--- src/rtl/router_pkg.sv ---
// rtl/router_pkg.sv - shared phit layout, phit types and small helpers for the butterfly router
package router_pkg;

  localparam int PHIT_W   = 18;
  localparam int TYPE_HI  = 17;
  localparam int TYPE_LO  = 16;
  localparam int ROUTE_HI = 15;
  localparam int ROUTE_LO = 14;

  localparam logic [1:0] PH_IDLE = 2'b00;
  localparam logic [1:0] PH_HEAD = 2'b10;
  localparam logic [1:0] PH_BODY = 2'b11;
  localparam logic [1:0] PH_TAIL = 2'b01;

  typedef logic [1:0] port_t;

  function automatic logic [3:0] onehot4(input port_t idx);
    return 4'b0001 << idx;
  endfunction

  function automatic logic [2:0] popcount4(input logic [3:0] v);
    return {2'b00, v[0]} + {2'b00, v[1]} + {2'b00, v[2]} + {2'b00, v[3]};
  endfunction

endpackage

--- src/rtl/rr_arbiter4.sv ---
// rtl/rr_arbiter4.sv - combinational 4-way round-robin arbiter, search starts at i_ptr
module rr_arbiter4
  import router_pkg::*;
(
  input  logic [3:0] i_req,
  input  port_t      i_ptr,
  output logic [3:0] o_grant,
  output port_t      o_idx
);

  port_t idx;
  logic  found;

  always_comb begin
    o_grant = 4'b0000;
    o_idx   = 2'd0;
    found   = 1'b0;
    idx     = 2'd0;
    for (int j = 0; j < 4; j++) begin
      idx = i_ptr + j[1:0];
      if (!found && i_req[idx]) begin
        found   = 1'b1;
        o_grant = onehot4(idx);
        o_idx   = idx;
      end
    end
  end

endmodule

--- src/rtl/output_port_allocator.sv ---
// rtl/output_port_allocator.sv - per-output-port allocator: round-robin grant, packet lock, drops, idle timeout
module output_port_allocator
  import router_pkg::*;
#(
  parameter int TIMEOUT = 255,
  parameter int TO_W    = 8,
  parameter int CNT_W   = 16
) (
  input  logic             i_clk,
  input  logic             i_rst_n,
  input  logic [1:0]       i_this_port,
  input  logic [3:0]       i_r0,
  input  logic [3:0]       i_r1,
  input  logic [3:0]       i_r2,
  input  logic [3:0]       i_r3,
  output logic [3:0]       o_select,
  output logic             o_shift,
  output logic             o_busy,
  output logic [3:0]       o_drop,
  output logic [CNT_W-1:0] o_drop_cnt,
  output logic             o_timeout
);

  typedef enum logic {ST_IDLE, ST_BUSY} state_t;

  localparam logic [TO_W-1:0] TO_LAST = TO_W'((TIMEOUT == 0) ? 0 : TIMEOUT - 1);

  state_t            state_q, state_d;
  port_t             owner_q, owner_d;
  port_t             ptr_q, ptr_d;
  logic [TO_W-1:0]   to_cnt_q, to_cnt_d;
  logic [CNT_W-1:0]  drop_cnt_q, drop_cnt_d;
  logic              timeout_q, timeout_d;

  logic [3:0]        phit [4];
  logic [3:0]        req;
  logic [3:0]        grant;
  port_t             grant_idx;
  logic [1:0]        owner_type;
  logic [CNT_W:0]    drop_sum;

  assign phit[0] = i_r0;
  assign phit[1] = i_r1;
  assign phit[2] = i_r2;
  assign phit[3] = i_r3;

  always_comb begin
    req = 4'b0000;
    for (int k = 0; k < 4; k++) begin
      req[k] = (phit[k][3:2] == PH_HEAD) && (phit[k][1:0] == i_this_port);
    end
  end

  assign owner_type = phit[owner_q][3:2];

  rr_arbiter4 u_arb (
    .i_req   (req),
    .i_ptr   (ptr_q),
    .o_grant (grant),
    .o_idx   (grant_idx)
  );

  always_comb begin
    o_select  = 4'b0000;
    o_shift   = 1'b0;
    o_drop    = 4'b0000;
    state_d   = state_q;
    owner_d   = owner_q;
    ptr_d     = ptr_q;
    to_cnt_d  = to_cnt_q;
    timeout_d = 1'b0;
    if (i_rst_n) begin
      case (state_q)
        ST_IDLE: begin
          if (|req) begin
            o_select = grant;
            o_shift  = 1'b1;
            o_drop   = req & ~grant;
            state_d  = ST_BUSY;
            owner_d  = grant_idx;
            ptr_d    = grant_idx + 2'd1;
            to_cnt_d = '0;
          end
        end
        default: begin
          o_select = onehot4(owner_q);
          o_drop   = req & ~onehot4(owner_q);
          case (owner_type)
            PH_TAIL: begin
              state_d  = ST_IDLE;
              to_cnt_d = '0;
            end
            PH_BODY: to_cnt_d = '0;
            // A fresh head on the owner means its tail was lost: adopt it in place.
            PH_HEAD: begin
              o_shift  = 1'b1;
              to_cnt_d = '0;
            end
            default: begin
              if (TIMEOUT != 0 && to_cnt_q == TO_LAST) begin
                state_d   = ST_IDLE;
                timeout_d = 1'b1;
                to_cnt_d  = '0;
              end else begin
                to_cnt_d = to_cnt_q + 1'b1;
              end
            end
          endcase
        end
      endcase
    end
  end

  assign drop_sum   = {1'b0, drop_cnt_q} + {{(CNT_W-2){1'b0}}, popcount4(o_drop)};
  assign drop_cnt_d = drop_sum[CNT_W] ? {CNT_W{1'b1}} : drop_sum[CNT_W-1:0];

  always_ff @(posedge i_clk or negedge i_rst_n) begin
    if (!i_rst_n) begin
      state_q    <= ST_IDLE;
      owner_q    <= 2'd0;
      ptr_q      <= 2'd0;
      to_cnt_q   <= '0;
      drop_cnt_q <= '0;
      timeout_q  <= 1'b0;
    end else begin
      state_q    <= state_d;
      owner_q    <= owner_d;
      ptr_q      <= ptr_d;
      to_cnt_q   <= to_cnt_d;
      drop_cnt_q <= drop_cnt_d;
      timeout_q  <= timeout_d;
    end
  end

  assign o_busy     = (state_q == ST_BUSY);
  assign o_timeout  = timeout_q;
  assign o_drop_cnt = drop_cnt_q;

endmodule

--- config.mk ---
export PLATFORM = sky130hd
export DESIGN_NAME = output_port_allocator
export DESIGN_NICKNAME = d
export VERILOG_FILES = /design/src/rtl/router_pkg.sv /design/src/rtl/rr_arbiter4.sv /design/src/rtl/output_port_allocator.sv
export SDC_FILE = /design/constraint.sdc
export NUM_CORES = 1
export LEC_CHECK = 0
export CELL_PAD_IN_SITES_DETAIL_PLACEMENT = 1
export CELL_PAD_IN_SITES_GLOBAL_PLACEMENT = 2
export CORE_MARGIN = 5
export CORE_UTILIZATION = 34
export CTS_CLUSTER_SIZE = 16
export DETAILED_ROUTE_END_ITERATION = 7
export PLACE_DENSITY_LB_ADDON = 0.1
export SLEW_MARGIN = 20
export SYNTH_ARGS = -nofsm -noshare
export SYNTH_HDL_FRONTEND = slang
export SYNTH_SLANG_ARGS = --single-unit
export TNS_END_PERCENT = 10
--- constraint.sdc ---
create_clock -name i_clk -period 9.01 [get_ports i_clk]
set_clock_uncertainty 0.05 [all_clocks]
set_input_delay 1.802 -clock i_clk [delete_from_list [all_inputs] [get_ports i_clk]]
set_output_delay 1.802 -clock i_clk [all_outputs]
set_load 0.005 [all_outputs]
* Word level (Yosys, flattened, before mapping) *
Index checks and enable logic that the tools add are counted.
W data, S select, Z words.

storage, ports and cells
  flip-flop bits (word level) = 30
  latch bits = 0
  RAM bits = 0
  ROM bits = 0
  input bits = 20
  output and inout port bits = 27
  word-level logic and storage cells = 103
  memories kept = 0

cells by class
  add/subtract/negate cells = 9
  multiply operators = 0
  divide/modulo/power cells = 0
  magnitude comparators = 5
  equal/unequal tests = 12
  shift-type cells = 5
  mux-type cells = 44
  bitwise gates (word level) = 6
  reductions and logical operators = 16

operator list
  cell                   number
  $mux W4                12
  $mux W8                4
  $shl A1 B2 Y4 const A  5
  $add A16 B3 Y17        1
  $mux W1                17
  $mux W16               1
  $eq A2 B2 Y1 const B   6
  $lt A2 B3 Y1 const B   4
  $add A8 B1 Y8 const B  1
  $and A4 B4 Y4          2
  $bmux W1 S2            4
  $bmux W4 S2            1
  $eq A2 B2 Y1           4
  $eq A8 B8 Y1 const B   1
  $mux W2                4
  $not A4 Y4             2
  $logic_and A1 B1 Y1    7
  $add A2 B1 Y2 const B  2
  $add A2 B2 Y2 const B  2
  $reduce_or A4 Y1       1
  $add A2 B1 Y3          1
  $add A3 B1 Y3          1
  $ge A3 B3 Y1 const B   1
  $logic_not A1 Y1       3
  10 further kinds       10

* Longest topological paths before layout *
Gate-level depths: netlist of run 1.

  depth in word-level cells = 24
  gate-level depth with buffers = 21
  mapped depth without buffers = 20

* Modules after synthesis *
A second synthesis of run 1 with hierarchy kept.

second synthesis, totals
  cells, all modules = 253
  area total of the unflattened synthesis = 2363.5 µm²

modules (own cells, without submodules)
  module                 times used  cells each  area an instance (µm²)  seq. area each (µm²)
  output_port_allocator  1           189         1896.8                  750.7
  rr_arbiter4            1           64          466.7                   0.0

* Least setup slack after synthesis of run 1 *
OpenSTA, ideal clock, no wires.

  path kind = in2reg
  from = input port i_r0[2]
  to = register drop_cnt_q[9], in the netlist o_drop_cnt[9]
  setup time = 0.083 ns
  arrival time = 5.833 ns
  required time = 8.877 ns
  setup slack = 3.045 ns
  cell stages on the path = 18
  path buffers = 1
  path through = nand2b_1 > nor3_2 > nand2_1 > mux4_2 > nor2_2 > a211oi_2 > o31ai_1 > fa_1 > fa_1 > inv_1 > fa_1 > and3_1 > nand3_1 > nor2_1 > nand3_1 > or3_1 > clkbuf_1 > o21ai_0

on the way
  longest elaborated chain between the ends = 24
  elaborated cells on any way between the ends = 35
  those cells by class = add/sub (4); eq/ne (1); mux (19); bitwise (3); reduce/logical (8)

ends and longest elaborated chain
  what                           RTL line                      text
  start: declaration             output_port_allocator.sv:12   input logic [3:0] i_r0,
  $eq A2 B2 Y1 (*)               output_port_allocator.sv:50   req[k] = (phit[k][3:2] == PH_HEAD) && (phit[k][1:0] == i_this_port);
  $logic_and A1 B1 Y1 (*)        output_port_allocator.sv:50
  $bmux W1 S2                    rr_arbiter4.sv:21             if (!found && i_req[idx]) begin
  $mux W1 (implied by the code)  rr_arbiter4.sv:21
  $mux W1                        rr_arbiter4.sv:21
  $logic_not A1 Y1               rr_arbiter4.sv:21
  $logic_and A1 B1 Y1            rr_arbiter4.sv:21
  $mux W1                        rr_arbiter4.sv:21
  [... 9 more ...]               -
  $mux W4 (*)                    output_port_allocator.sv:73   case (state_q)
  $mux W4 (*)                    output_port_allocator.sv:72   if (i_rst_n) begin
  $add A1 B1 Y2                  router_pkg.sv:22              return {2'b00, v[0]} + {2'b00, v[1]} + {2'b00, v[2]} + {2'b00, v[3]};
  $add A2 B1 Y3                  router_pkg.sv:22
  $add A3 B1 Y3 (*)              router_pkg.sv:22
  $add A16 B3 Y17 (*)            output_port_allocator.sv:114  assign drop_sum = {1'b0, drop_cnt_q} + {{(CNT_W-2){1'b0}}, popcount4(o_drop)};
  $mux W16 (*)                   output_port_allocator.sv:115  assign drop_cnt_d = drop_sum[CNT_W] ? {CNT_W{1'b1}} : drop_sum[CNT_W-1:0];
  named net drop_cnt_d[9]        output_port_allocator.sv:32   logic [CNT_W-1:0] drop_cnt_q, drop_cnt_d;
  end signal: assignment         output_port_allocator.sv:130  drop_cnt_q <= drop_cnt_d;
  end: declaration               output_port_allocator.sv:32

The timed path passes the listed nets; every way through them passes the cells marked *. The select of a mux whose other input is x is not followed.
A chain may end at the register's enable or synchronous reset.

* Final worst setup path of run 1 *
  from = input port i_this_port[1]
  to = register drop_cnt_q[7], in the netlist o_drop_cnt[7]

on the way
  longest elaborated chain between the ends = 24
  elaborated cells on any way between the ends = 41
  those cells by class = add/sub (4); eq/ne (4); mux (19); bitwise (3); reduce/logical (11)

ends and longest elaborated chain
  what                           RTL line                      text
  start: declaration             output_port_allocator.sv:11   input logic [1:0] i_this_port,
  $eq A2 B2 Y1                   output_port_allocator.sv:50
  $logic_and A1 B1 Y1            output_port_allocator.sv:50
  $bmux W1 S2                    rr_arbiter4.sv:21
  $mux W1 (implied by the code)  rr_arbiter4.sv:21
  $mux W1                        rr_arbiter4.sv:21
  $logic_not A1 Y1               rr_arbiter4.sv:21
  $logic_and A1 B1 Y1            rr_arbiter4.sv:21
  $mux W1                        rr_arbiter4.sv:21
  [... 9 more ...]               -
  $mux W4 (*)                    output_port_allocator.sv:73
  $mux W4 (*)                    output_port_allocator.sv:72
  $add A1 B1 Y2                  router_pkg.sv:22
  $add A2 B1 Y3                  router_pkg.sv:22
  $add A3 B1 Y3 (*)              router_pkg.sv:22
  $add A16 B3 Y17 (*)            output_port_allocator.sv:114
  $mux W16 (*)                   output_port_allocator.sv:115
  named net drop_cnt_d[7]        output_port_allocator.sv:32

Marks and branches as above.

==> impl_metrics.toml, run 1 <==
[setup_path]
crit_path_cell_trace = "clkdlybuf4s50_1 > xor2_1 > nor3_2 > mux4_2 > nor2b_4 > a22o_2 > a211oi_2 > o31ai_1 > fa_1 > fa_1 > inv_1 > fa_1 > and3_1 > nand3_1 > nor2_1 > nand3_1 > or3_1 > o21ai_0"
r2r_start = "ptr_q[0]"
critPathKind = "input port to register"
max_stage_delay_ns = 0.59
cp_max_fo = 13
critPathLaunch = "i_this_port[1]"
cp.arrival_ns = 6.82
critPathMostFrequentCell = "fa_1"
slowest_stage = "clkdlybuf4s50_1"
worstPathRequired_ns = 9.16
cp-start-kind = "input port"
setup.worst_path.end_class = "register"

[logic_synthesis]
ys_async_sr_fraction = 1.00
yosysMostFrequentCell = "dfrtp_1"
seq_area_frac_synth = 0.319
synthDistinctLibCells = 51
ys_top_cells_by_area = "dfrtp_1 (32%), mux4_2 (4.8%), nand2_1 (4.5%), o31ai_1 (4.5%), ha_1 (4.3%)"
synthTopCellsByCount = "dfrtp_1 (30), nand2_1 (28), nand3_1 (18), nor2_1 (17)"
synthCells = 260
synth_top_area_frac = 0.319
synth_seq_cells = 30
synth_fp_nets = 291
synth_top_area_cell = "dfrtp_1"
synth_flop_cell = "dfrtp_1"
yosysWarnings = 0
syn_area_per_cell_um2 = 9.04
syn_area_mm2 = 0.00235
synth-edff-count = 0

[min_path]
hp-class = "register to register"
hold_start = "to_cnt_q[6]"

[drt]
wirelength_mm = 6.19
route.detailed.drc = 0
antenna_left = 0
vias = 2128
first_iter_violations = 22
wl_per_cell_um = 16.1
viasPerCell = 5.54
dr.pass1.iters = 4

[timing]
hold_slack_ns = 0.427
tightest_slew_ns = 0.655
min_period_ns = 6.67
final.setup.tns_ns = 0
min_period_over_period = 0.741
finalSetupViolCount = 0
slew_viol_final = 0
hold_violations = 0
fmax_mhz = 150
slew_headroom = 0.559
rsz0062_at_grt = "no"

[global_route]
antenna_found_initial = 0
grt_usage = 0.154
grt_max_degree = 40
grt_pass1_vias = 2203
grt_pass1_wl_mm = 10.8
grt.overflow.total = 0

[clock_tree]
cts_tree = "done"
clkTransAtPathRegs_ns = 0.07
postCtsSetupBuffers = 0
post_cts_resized = 0
cts_buffer_depth = 2
numCtsBuffers = 5
cts_max_level = 2
numClockSinks = 30
insertion_delay_ns = 0.28
cts_root_buf = "clkbuf_8"
cts_hold_buf = 0

[floorplanning]
rows = 30
start_util = 0.348
die_x_um = 93.2
ios = 47
fp.coreArea_mm2 = 0.00676
die_area_mm2 = 0.00868
die_y_um = 93.2

[cells_and_area]
postLayoutCellArea_mm2 = 0.00295
fin_nets = 334
final_util = 0.437
drive_gt1_frac = 0.0921
antenna_cells = 0
area_growth_pct = 25.5

[placed_design]
io_buffer_count = 46
hpwl_mm = 4.92
place_congestion = 0.790
place_area_mm2 = 0.00286

[pwr]
ir_drop_uv = 66.2
totalPowerFinal_mw = 0.544
p_leak_nw = 1.22
power_density_mw_per_mm2 = 184

[run_status]
outcome = "finished, final reports clean"

[run]
cap_violations = 0
[registers in the layout (all words and copies together), names as in the netlist]
register    cells
o_busy          1
owner_q         2
to_cnt_q        8
o_drop_cnt     16
ptr_q           2
o_timeout       1
[logic make-up (layout without fill, tap and decap cells)]
family | after synthesis | count (layout) | share of synthesized area
adders and majority gates | 11 | 11 | 0.0681
and+or+nand+nor | 108 | 108 | 0.242
muxes | 8 | 8 | 0.0607
DFF | 30 | 30 | 0.319
buffers and inverters | 22 | 66 | 0.0426
AOI/OAI and AO/OA | 64 | 64 | 0.204
xor gates and xnor gates | 17 | 17 | 0.0633
[worst max-delay path, delay by kind of cell]
family	cells	cell delay [ns]
mux	1	0.55
fa+ha+maj	3	1.09
simple gates	7	1.56
xor+xnor	1	0.37
compound gates	4	0.74
buf+inv	2	0.69
[cells in the final DEF (no fill, tap or decap), drive strengths merged, types with 4 or more instances in the layout]
| cell type | n |
|---|---|
| nor3 | 5 |
| nand4 | 4 |
| and3 | 9 |
| nor2 | 18 |
| a22o | 4 |
| nand2b | 6 |
| nand3 | 18 |
| clkdlybuf4s50 | 45 |
| o31ai | 14 |
| nor4 | 5 |
| dfrtp | 30 |
| inv | 11 |
| nand2 | 28 |
| a21oi | 5 |
| o21ai | 14 |
| clkbuf | 6 |
| xnor2 | 10 |
| ha | 8 |
| xor2 | 7 |
| nor2b | 8 |
| mux4 | 5 |
[worst paths after layout]
path | endpoint | slack [ns] | cells after the start
max in group asynchronous | o_drop_cnt[2] | 7.06 | 2
min reg2reg | to_cnt_q[6] | 0.43 | 1
min | to_cnt_q[6] | 0.43 | 1
min in group asynchronous | to_cnt_q[4] | 1.51 | 2
max reg2reg | o_drop_cnt[7] | 3.47 | 19
max | o_drop_cnt[7] | 2.34 | 18
[layer usage]
metal,track usage,vias to the layer above,share of wire
li1,-,1046,-
met1,0.190,1044,0.45
met2,0.276,34,0.52
met3,0.0185,4,0.025
met4,0.0513,0,0.010
met5,0,-,0
[final cells by class]
type | instances | area, um2
fillers | 812 | 3810
multi-input cells | 208 | 1500
flip-flops and latches | 30 | 751
repair buffers | 47 | 463
well taps | 80 | 100
clock buffers | 6 | 82.6
inverters | 11 | 41.3
clock inverters | 2 | 12.5
[power by group]
group	internal (mW)	leakage (nW)	switching [mW]
logic	0.112	0.777	0.117
registers	0.156	0.396	0.0455
clock network	0.0613	0.0472	0.0517
total	0.330	1.22	0.214
[per-stage QoR]
step           instances  worst slack, ns
4_1_cts              384             2.26
3_5_place_dp         376             1.98
3_3_place_gp         376             2.08
2_1_floorplan        260             3.04
6_report             384             2.34
5_1_grt              384             1.88
Power figures use the tool's default switching activity.
==> run 2: changes to the inputs <==
- CORE_UTILIZATION: 34 -> 31
- clock period: 9.01 -> 6.2 ns (I/O delays scaled with it)
==> impl_metrics.toml, run 2 (same netlist as run 1, synthesis figures left out) <==
[run_status]
outcome = "finished, final reports clean"

[global_route]
grt_max_degree = 33
grt_pass1_wl_mm = 12.0
grt_usage = 0.152
grt_pass1_vias = 2390
grt.overflow.total = 0
antenna_found_initial = 0

[cells_and_area]
final_cell_mix = "clkdlybuf4s50_1 (45), dfrtp_1 (30), nand2_1 (28), buf_4 (19), nand3_1 (18)"
antenna_cells = 0
fin_nets = 352
layout_commonest_cell = "clkdlybuf4s50_1"
drive_gt1_frac = 0.140
final_util = 0.424
area_growth_pct = 32.1
largest_reg_flops = 16

[min_path]
hp-class = "register to register"
hold_start = "to_cnt_q[6]"
hold_depth = 1
hold_end = "to_cnt_q[6]"

[timing]
hold_violations = 0
fin_ws_ns = 0.403
min_period_ns = 5.80
rsz0062_at_grt = "no"
min_period_over_period = 0.935
final.setup.tns_ns = 0
finalSetupViolCount = 0
tightest_slew_ns = 0.629
fmax_mhz = 173
slew_viol_final = 0
slew_headroom = 0.577

[clock_tree]
post_cts_resized = 0
cts_root_buf = "clkbuf_8"
cts_tree = "done"
cts_buffer_depth = 2
cts_hold_buf = 0
postCtsSetupBuffers = 0
clkTransAtPathRegs_ns = 0.07
numCtsBuffers = 5
insertion_delay_ns = 0.28
cts_max_level = 2
numClockSinks = 30

[drt]
wirelength_mm = 6.99
drt-met1-wl_mm = 3.13
vias = 2215
route.top_layer_used = "met4"
first_iter_violations = 55
route.detailed.drc = 0
viasPerCell = 5.26
wl_per_cell_um = 16.6
antenna_left = 0
dr_wl_met2_mm = 3.58
dr.pass1.iters = 4
wl_met3_um = 185

[floorplanning]
ios = 47
rows = 31
fp.coreArea_mm2 = 0.00733
start_util = 0.321
die_x_um = 97.1
die_y_um = 97.1
die_area_mm2 = 0.00943

[placed_design]
io_buffer_count = 46
place_congestion = 0.785
pre_cts_ws_ns = 0.108
hpwl_mm = 5.60

[setup_path]
cp_max_fo = 7
rr_worst_depth = 20
setup.worst_path.end_class = "register"
critPathKind = "input port to register"
worstPathRequired_ns = 6.35
cp-start-kind = "input port"
rr_endpoint = "o_drop_cnt[7]"
regToRegSetupSlack_ns = 0.90
r2r_start = "ptr_q[0]"
cp.arrival_ns = 5.95

[pwr]
power_density_mw_per_mm2 = 262
ir_drop_uv = 85.0
p_leak_nw = 1.31

[run]
cap_violations = 0
-- run 2: worst max path at each step --
stage               depth (start not counted)             to            from  slack [ns]
floorplan                                  18  o_drop_cnt[9]         i_r0[2]        0.80
global placement                           20  o_drop_cnt[7]  i_this_port[0]        0.15
detailed placement                         19  o_drop_cnt[5]  i_this_port[0]        0.11
CTS                                        19  o_drop_cnt[0]  i_this_port[0]        0.39
global route                               19  o_drop_cnt[7]  i_this_port[0]        0.03
finish                                     19  o_drop_cnt[7]  i_this_port[0]        0.40
-- run 2: per-stage QoR --
stage	cell area, um2	power (mW)	hold WS (ns)	std cells
after floorplan	2350	0.503	0.387	260
after global placement	3010	0.653	0.416	413
after detailed placement	3010	0.656	0.426	413
after CTS	3110	0.826	0.439	421
final	3110	0.812	0.434	421
after global routing	3110	0.879	0.461	421
-- run 2: area by class of cell --
type | count | area (um2)
flip-flops and latches | 30 | 751
repair buffers | 65 | 598
clock buffers | 7 | 86.3
clock inverters | 1 | 5.00
inverters | 11 | 41.3
multi-input cells | 208 | 1500
fillers | 867 | 4230
well taps | 99 | 124
-- run 2: critical path, stage by stage --
cell and delay [ns]:
clkdlybuf4s50_1 0.50, xnor2_1 0.27, and3_1 0.36, nand2_1 0.08, mux4_2 0.51, nor2_2 0.21, a211oi_2 0.11, o31ai_1 0.33
fa_1 0.48, fa_1 0.37, inv_1 0.09, fa_1 0.19, and3_1 0.20, nand3_1 0.10, nor2_1 0.15, nand3_1 0.11
or3_1 0.40, buf_4 0.17, o21ai_0 0.07
-- run 2: power by group --
part | switching (mW) | total (mW) | leakage [nW] | internal (mW)
combinational | 0.176 | 0.352 | 0.861 | 0.175
sequential | 0.0688 | 0.296 | 0.396 | 0.227
clock | 0.0752 | 0.165 | 0.0482 | 0.0895
total | 0.320 | 0.812 | 1.31 | 0.492
-- run 2: per-layer routing --
| layer | vias to the layer above | global-route usage |
|---|---|---|
| li1 | 1077 | - |
| met1 | 1099 | 0.190 |
| met2 | 33 | 0.269 |
| met3 | 6 | 0.0244 |
| met4 | 0 | 0.0454 |
| met5 | - | 0 |
